## config.mk

```make
export PLATFORM = sky130hd
export DESIGN_NAME = s_bank_dma_writer
export DESIGN_NICKNAME = d
export VERILOG_FILES = /design/src/rtl/s_mem_pkg.sv /design/src/rtl/s_bank_ptr.sv /design/src/rtl/s_bank_dma_writer.sv
export SDC_FILE = /design/constraint.sdc
export NUM_CORES = 1
export LEC_CHECK = 0
export ABC_AREA = 1
export CAP_MARGIN = 20
export CORE_AREA = 2 2 109 216
export CTS_BUF_LIST = sky130_fd_sc_hd__clkbuf_16
export DETAILED_ROUTE_END_ITERATION = 16
export DIE_AREA = 0 0 111 218
export PLACE_DENSITY = 0.8
export SKIP_LAST_GASP = 1
export SLEW_MARGIN = 15
export SYNTH_ARGS = -nofsm -noshare
export SYNTH_HDL_FRONTEND = slang
export SYNTH_SLANG_ARGS = --single-unit
```

## constraint.sdc

```tcl
create_clock -name clk -period 8.25 [get_ports clk]
set_clock_uncertainty 0.2 [all_clocks]
set_input_delay 0.825 -clock clk [delete_from_list [all_inputs] [get_ports clk]]
set_output_delay 0.825 -clock clk [all_outputs]
set_load 0.02 [all_outputs]
```

## src/rtl/s_mem_pkg.sv

```systemverilog
// Shared definitions for the five-bank S operand memory and its DMA writer.
package s_mem_pkg;

    localparam int NUM_S_BANKS = 5;
    localparam int S_BANK_AW   = 9;
    localparam int S_BANK_DW   = 32;
    localparam int S_CAPACITY  = 2560;

    typedef logic [S_BANK_AW-1:0] s_bank_addr_t;
    typedef logic [2:0]           s_bank_idx_t;

    typedef enum logic [1:0] {IDLE, RUN, FIN} s_dma_state_e;

    // Bank index plus a small step, wrapped modulo the bank count.
    function automatic s_bank_idx_t bank_add(input s_bank_idx_t b, input logic [1:0] step);
        logic [3:0] sum;
        sum = {1'b0, b} + {2'b00, step};
        if (sum >= 4'(NUM_S_BANKS))
            sum = sum - 4'(NUM_S_BANKS);
        return sum[2:0];
    endfunction

endpackage

```

## src/rtl/s_bank_ptr.sv

```systemverilog
// Interleave pointer: bank index b (mod 5) and absolute row (base + r, mod 512).
// Presents the bank/address pair for the low and high word lanes of a beat.
module s_bank_ptr
    import s_mem_pkg::*;
(
    input  logic         clk,
    input  logic         rst,
    input  logic         load,
    input  logic         advance,
    input  s_bank_addr_t base_addr,
    output s_bank_idx_t  lo_bank,
    output s_bank_addr_t lo_addr,
    output s_bank_idx_t  hi_bank,
    output s_bank_addr_t hi_addr
);

    s_bank_idx_t  b_q;
    s_bank_addr_t row_q;

    always_ff @(posedge clk or posedge rst) begin
        if (rst) begin
            b_q   <= '0;
            row_q <= '0;
        end else if (load) begin
            b_q   <= '0;
            row_q <= base_addr;
        end else if (advance) begin
            b_q <= bank_add(b_q, 2'd2);
            // Banks 3 and 4 start a pair that crosses into the next row.
            if (b_q >= 3'd3)
                row_q <= row_q + s_bank_addr_t'(1);
        end
    end

    assign lo_bank = b_q;
    assign lo_addr = row_q;
    assign hi_bank = bank_add(b_q, 2'd1);
    assign hi_addr = (b_q == 3'd4) ? row_q + s_bank_addr_t'(1) : row_q;

endmodule

```

## src/rtl/s_bank_dma_writer.sv

```systemverilog
// DMA-side writer: splits 64-bit stream beats into 32-bit words and writes them
// interleaved across the S banks (word i -> bank i mod 5, row base + i/5).
module s_bank_dma_writer
    import s_mem_pkg::*;
#(
    parameter int NUM_BANKS = NUM_S_BANKS,
    parameter int BANK_AW   = S_BANK_AW,
    parameter int BANK_DW   = S_BANK_DW,
    parameter int IN_DW     = 2 * BANK_DW,
    parameter int CNT_W     = 12
) (
    input  logic                           clk,
    input  logic                           rst,
    input  logic                           start,
    input  logic [BANK_AW-1:0]             base_addr,
    input  logic [CNT_W-1:0]               word_count,
    output logic                           busy,
    output logic                           done,
    output logic                           err,
    input  logic                           s_valid,
    output logic                           s_ready,
    input  logic [IN_DW-1:0]               s_data,
    output logic [NUM_BANKS-1:0]           bank_en,
    output logic [NUM_BANKS-1:0]           bank_we,
    output logic [NUM_BANKS*BANK_AW-1:0]   bank_addr,
    output logic [NUM_BANKS*BANK_DW-1:0]   bank_din
);

    localparam logic [CNT_W-1:0] CAP = CNT_W'(S_CAPACITY);

    s_dma_state_e state_q, state_d;
    logic [CNT_W-1:0] rem_q;
    logic             hs, load, too_big, err_q;

    s_bank_idx_t  lo_bank, hi_bank;
    s_bank_addr_t lo_addr, hi_addr;

    logic [NUM_BANKS-1:0]         we_q, we_d;
    logic [NUM_BANKS*BANK_AW-1:0] addr_q, addr_d;
    logic [NUM_BANKS*BANK_DW-1:0] din_q, din_d;

    assign hs      = s_valid && s_ready;
    assign too_big = word_count > CAP;
    assign load    = (state_q == IDLE) && start && (word_count != '0) && !too_big;

    s_bank_ptr u_ptr (
        .clk       (clk),
        .rst       (rst),
        .load      (load),
        .advance   (hs),
        .base_addr (base_addr),
        .lo_bank   (lo_bank),
        .lo_addr   (lo_addr),
        .hi_bank   (hi_bank),
        .hi_addr   (hi_addr)
    );

    always_ff @(posedge clk or posedge rst) begin
        if (rst)
            state_q <= IDLE;
        else
            state_q <= state_d;
    end

    always_comb begin
        state_d = state_q;
        case (state_q)
            IDLE: begin
                if (start) begin
                    if (word_count == '0)
                        state_d = FIN;
                    else if (!too_big)
                        state_d = RUN;
                end
            end
            RUN:     if (hs && rem_q <= CNT_W'(2)) state_d = FIN;
            FIN:     state_d = IDLE;
            default: state_d = IDLE;
        endcase
    end

    always_comb begin
        busy    = 1'b0;
        s_ready = 1'b0;
        done    = 1'b0;
        case (state_q)
            RUN: begin
                busy    = 1'b1;
                s_ready = 1'b1;
            end
            FIN: begin
                busy = 1'b1;
                done = 1'b1;
            end
            default: ;
        endcase
    end

    always_ff @(posedge clk or posedge rst) begin
        if (rst) begin
            rem_q <= '0;
            err_q <= 1'b0;
        end else begin
            err_q <= (state_q == IDLE) && start && too_big;
            if (load)
                rem_q <= word_count;
            else if (hs)
                rem_q <= (rem_q >= CNT_W'(2)) ? rem_q - CNT_W'(2) : '0;
        end
    end

    // The two lanes of a beat always land in different banks, so each bank
    // sees at most one write per cycle.
    always_comb begin
        we_d   = '0;
        addr_d = '0;
        din_d  = '0;
        for (int k = 0; k < NUM_BANKS; k++) begin
            if (hs && lo_bank == s_bank_idx_t'(k)) begin
                we_d[k]                        = 1'b1;
                addr_d[k*BANK_AW +: BANK_AW]   = lo_addr;
                din_d[k*BANK_DW +: BANK_DW]    = s_data[BANK_DW-1:0];
            end else if (hs && rem_q >= CNT_W'(2) && hi_bank == s_bank_idx_t'(k)) begin
                we_d[k]                        = 1'b1;
                addr_d[k*BANK_AW +: BANK_AW]   = hi_addr;
                din_d[k*BANK_DW +: BANK_DW]    = s_data[IN_DW-1:BANK_DW];
            end
        end
    end

    always_ff @(posedge clk or posedge rst) begin
        if (rst) begin
            we_q   <= '0;
            addr_q <= '0;
            din_q  <= '0;
        end else begin
            we_q   <= we_d;
            addr_q <= addr_d;
            din_q  <= din_d;
        end
    end

    assign err       = err_q;
    assign bank_en   = we_q;
    assign bank_we   = we_q;
    assign bank_addr = addr_q;
    assign bank_din  = din_q;

endmodule

```

==> results of run 1 <==
[stage by stage]
step | utilization [%] | worst slack, ns | instance area [um2] | instances
CTS | 63.9 | 4.35 | 14400 | 1808
detailed placement | 60.8 | 3.86 | 13700 | 1771
global route | 64.1 | 4.10 | 14400 | 1810
floorplan | - | 0.722 | 10700 | 1259
finish | 64.1 | 4.35 | 14400 | 1811
global placement | 60.6 | 3.93 | 13700 | 1769
[cell usage after synthesis (2+ instances only)]
cell	instances
nand2_1	478
nand3_1	279
dfrtp_1	237
inv_1	49
nor2_1	49
clkbuf_1	32
buf_6	17
o21ai_0	15
ha_1	14
buf_2	13
buf_1	10
buf_4	8
xor2_1	8
nand2_2	5
nor2_4	5
a21oi_1	4
nand4_1	4
nor2_2	4
and2_1	3
clkinv_1	3
nand3_2	3
o21bai_1	3
xnor2_1	3
a21oi_2	2
o211ai_1	2
[how the worst max path moves through the flow]
stage	start	end	slack (ns)	cells past startpoint
floorplan	rst	bank_addr[0]	0.72	1
global placement	s_valid	bank_addr[11]	3.93	7
detailed placement	s_valid	bank_addr[24]	3.86	7
CTS	s_valid	bank_din[65]	4.35	7
global route	state_q[1]	bank_din[65]	4.10	8
finish	s_valid	bank_din[65]	4.35	7
[cell type report]
cell class / count / area [um2]
fillers: 1797 / 8100
flip-flops and latches: 237 / 5930
multi-input cells: 888 / 4080
repair buffers: 314 / 3170
clock buffers: 21 / 526
well taps: 280 / 350
inverters: 53 / 206
clock inverters: 16 / 179
diodes: 2 / 5.00
[layer usage]
metal  share of wire, %  wire (um)  vias up  GRT usage [%]
met1                 33      11900     4766           31.5
met4                6.9       2470        2           20.2
met3                6.4       2260      134           4.00
li1                   -          -     4520              -
met2                 53      18900      538           51.7
met5              0.031         11        -              0
[report_power, final]
part / internal [W] / leakage [nW] / switching (W)
Sequential: 0.00135 / 3.25 / 0.000162
Clock: 0.000591 / 0.351 / 0.000435
Combinational: 0.000530 / 3.72 / 0.000905
[flip-flops by register name, indices dropped and copies added (netlist names)]
signal and cells:
state_q 2, bank_din 160, u_ptr.lo_addr 9, rem_q 12
u_ptr.lo_bank 3, bank_addr 45, err 1, bank_en 5
[logic make-up after synthesis]
| family | count (synthesis) | synth area share, % |
|---|---|---|
| AOI/OAI and AO/OA | 28 | 1.53 |
| buffers and inverters | 134 | 6.36 |
| xor gates and xnor gates | 11 | 0.903 |
| adders and majority gates | 15 | 1.83 |
| and+or+nand+nor | 834 | 33.8 |
| DFF | 237 | 55.6 |
[critical path, stage by stage]
cell             delay (ns)
clkdlybuf4s50_1        0.48
nand2_2                0.25
inv_2                  0.37
nand3_2                0.85
inv_2                  1.04
nand2_1                0.14
nand2_1                0.13
==> impl_metrics.toml, run 1 <==
[power_and_ir_drop]
leakagePower_nw = 7.33
peakVddDrop_mv = 0.218
p_per_area_nw_per_um2 = 275
power_w = 0.00397

[synth]
synth_flop_cell = "dfrtp_1"
synth_edf_count = 0
async_reset_ff_share_pct = 100
yosys.area.top_type = "dfrtp_1"
synth.area.top_cells = "dfrtp_1, nand2_1, nand3_1"
syn_area_um2 = 10700
synth.avg_cell_area_um2 = 8.47
synth.net_count = 1363
yosysWarnings = 0
ys_seq_area_share_pct = 55.6
synth_cell_types = 34
synthCells = 1259
post-synth-top-area-fraction_pct = 55.6
yosys_register_bits = 237

[drt]
drt_pass1_iterations = 7
wl_um = 35500
wl_per_cell_um = 19.6
num_vias = 9960
via_per_inst = 5.50
postRouteAntennaNets = 0
drc = 0
drtIter0Drc = 650

[timing]
fin_tns_setup_ns = 0
finalHoldViolCount = 0
fin_crit_sh_pct = 47.2
tightest_slew_ns = 1.14
maxSlewHeadroom_pct = 23.7
drv_slew = 0
rsz0062_at_grt = "no"
hold_slack_ns = 0.317
finalSetupViolCount = 0
period_minus_slack_ns = 3.90
max_freq_mhz = 257

[run_status]
status = "finished, final reports clean"

[critical_path]
r2r_cells = 8
cp-start-kind = "input port"
crit_arrival_ns = 4.12
critical_path_class = "in2reg"
worst_r2r_startpoint = "state_q[1]"
path_max_fanout = 43
r2r_end = "bank_din[65]"
crit_path_end_kind = "flip-flop"
required_ns = 8.47
rrSetupSlack_ns = 4.40

[die]
die_h_um = 218
die-area_um2 = 24200
rows = 78
die_w_um = 111
core_um2 = 22500
ioPinCount = 308
start_util_pct = 47.3

[clocking]
cts_root_buffer = "clkbuf_16"
h-tree-depth = 1
clock_latency_ns = 0.51
clock_path_buffers = 3
post_cts_buffers = 0
cts_tree = "built"
numCtsBuffers = 21
cts_resized = 0
ctsHoldBuffers = 0
numClockSinks = 237
clk_pin_slew_worst_paths_ns = 0.07

[min_path]
min_to = "rem_q[1]"
hold_class = "reg2reg"
whs_path_depth = 2
min_from = "rem_q[1]"

[global_route]
antenna_found_initial = 3
overflow = 0
grt_pass1_vias = 10100
grt_start_max_net_pins = 120
grt_usage_pct = 29.0
grt_first_pass_wirelength_um = 54900

[placement]
port_buffers = 307
gp_congestion = 0.886
hpwl_um = 24000

[final_layout]
final_cell_mix = "nand2_1, clkdlybuf4s50_1, nand3_1"
final_common_cell = "nand2_1"
synthToLayoutAreaGrowth_pct = 35.4
nets = 1619
drive_above_1_share_pct = 4.64

[flow_run]
max_cap_violations = 0
Note: power is estimated with default switching activity, not from simulation.
==> run 2: changes to the inputs <==
Settings changed: CORE_AREA 2 2 109 216 to 2 2 115 228, DIE_AREA 0 0 111 218 to 0 0 117 230, PLACE_DENSITY 0.8 to 0.75.
Clock period 8.25 ns to 3.4 ns, I/O delays scaled along.
==> run 2 against run 1 <==
Net effect: clock-buffer cell count increased by 2; sequential power increased by 140%; sequential share of layout area down 0.73 points; core utilization decreased by 5.6 points; critical path depth grew 4; first-iteration DRC count increased by 46%; combinational power up 150%; total power rose by 140%; largest power group unchanged; global-route usage is 2.1 points lower; highest routed layer is now met4; hold slack got worse by 0.17 ns; sequential cell count unchanged; via count hardly changed.
==> impl_metrics.toml, run 2 (synthesized netlist as in run 1, its figures left out) <==
[clocking]
numCtsBuffers = 22
clock_path_buffers = 3
cts_tree = "built"
ctsHoldBuffers = 0
cts_resized = 0
post_cts_buffers = 0
cts_root_buffer = "clkbuf_16"
clk_pin_slew_worst_paths_ns = 0.07
h-tree-depth = 1
clock_latency_ns = 0.52
numClockSinks = 237

[drt]
postRouteAntennaNets = 0
wl_um = 36000
drtIter0Drc = 951
wl_per_cell_um = 19.0
via_per_inst = 5.26
drt_pass1_iterations = 5
drc = 0
num_vias = 9952

[critical_path]
crit_arrival_ns = 3.01
slowest_stage = "dfrtp_1"
crit_path_end = "bank_addr[37]"
crit_start = "u_ptr.lo_bank[2]"
cpMostUsedCell = "nand2_1"
r2r_cells = 11
rrSetupSlack_ns = 0.57
r2r_end = "bank_addr[37]"
worst_r2r_startpoint = "u_ptr.lo_bank[2]"
critical_path_class = "reg2reg"
crit_path_end_kind = "flip-flop"
cp-start-kind = "flip-flop"
path_max_fanout = 19
required_ns = 3.58
slowest_delay_ns = 0.44
crit_chain = "clkinv_1 > ha_1 > inv_1 > nand2_1 > nand3_1 > nand2_1 > nand3_2 > nor2_4 > buf_4 > nor2_2 > nor2_1"

[die]
die-area_um2 = 26900
rows = 82
start_util_pct = 42.4
die_h_um = 230
die_w_um = 117
ioPinCount = 308
core_um2 = 25100

[global_route]
grt_start_max_net_pins = 136
antenna_found_initial = 2
grt_usage_pct = 26.8
overflow = 0
grt_first_pass_wirelength_um = 55300
grt_pass1_vias = 9887

[final_layout]
drive_above_1_share_pct = 5.92
finalInstanceArea_um2 = 14700
multi_input_area_um2 = 4080
nets = 1642
final_common_cell = "nand2_1"
fillers = 2166
ff_latch_area_um2 = 5930
synthToLayoutAreaGrowth_pct = 37.9
final_cell_mix = "nand2_1, clkdlybuf4s50_1, nand3_1"
largest_register_ffs = 160

[run_status]
status = "finished, final reports clean"

[timing]
fin_crit_sh_pct = 83.1
rsz0062_at_grt = "no"
drv_slew = 0
max_freq_mhz = 354
finalSetupViolCount = 0
tightest_slew_ns = 0.822
finalHoldViolCount = 0
fin_tns_setup_ns = 0
maxSlewHeadroom_pct = 45.2
hold_slack_ns = 0.143
period_minus_slack_ns = 2.83

[min_path]
hold_class = "in2async"

[flow_run]
max_cap_violations = 0

[power_and_ir_drop]
peakVddDrop_mv = 0.441
leakagePower_nw = 7.43
p_per_area_nw_per_um2 = 649

[placement]
place_area_um2 = 14000
gp_congestion = 0.896
hpwl_um = 25100
port_buffers = 307
run 2: per-layer routing:
metal	global-route usage [%]	wire, um
met1	30.7	12700
met2	46.6	18800
met3	2.87	2010
met4	16.8	2430
met5	0	0
run 2: final cells by class:
class                      count  area share (%)
inverter                      53            1.38
antenna                        2          0.0340
multi-input combinational    888            27.7
tap                          336            2.86
clock buffer                  23            3.91
clock inverter                16           0.621
timing repair buffer         336            23.1
sequential                   237            40.3
run 2: worst max-delay path, delay by kind of cell, from the launching register on:
kind | cells | cell delay (ns)
and+or+nand+nor | 7 | 1.03
DFF | 1 | 0.44
buffers and inverters | 3 | 0.62
adders and majority gates | 1 | 0.39
run 2: through the flow:
step           utilization [%]  total power [W]  instances  setup slack [ns]
3_3_place_gp              55.8          0.00718       1850             0.691
3_5_place_dp              55.8          0.00726       1850             0.594
5_1_grt                   58.5           0.0101       1891             0.332
2_1_floorplan                -          0.00580       1259            -0.246
6_report                  58.5          0.00954       1891             0.574
4_1_cts                   58.5          0.00959       1889             0.567
run 2: worst min-delay path by stage:
stage,from,endpoint,slack (ns),cells after the start
after floorplan,s_data[0],bank_din[0],0.26,2
after global placement,state_q[1],state_q[1],0.29,2
after detailed placement,state_q[1],state_q[1],0.30,2
after CTS,rst,bank_din[109],0.17,3
after global routing,rst,bank_din[13],0.20,3
final,rst,bank_din[109],0.14,3
run 2: power breakdown:
| part | leakage [nW] | switching, W | total (W) | internal, W |
|---|---|---|---|---|
| registers | 3.25 | 0.000382 | 0.00365 | 0.00327 |
| logic | 3.85 | 0.00222 | 0.00357 | 0.00135 |
| clock network | 0.329 | 0.00108 | 0.00232 | 0.00124 |
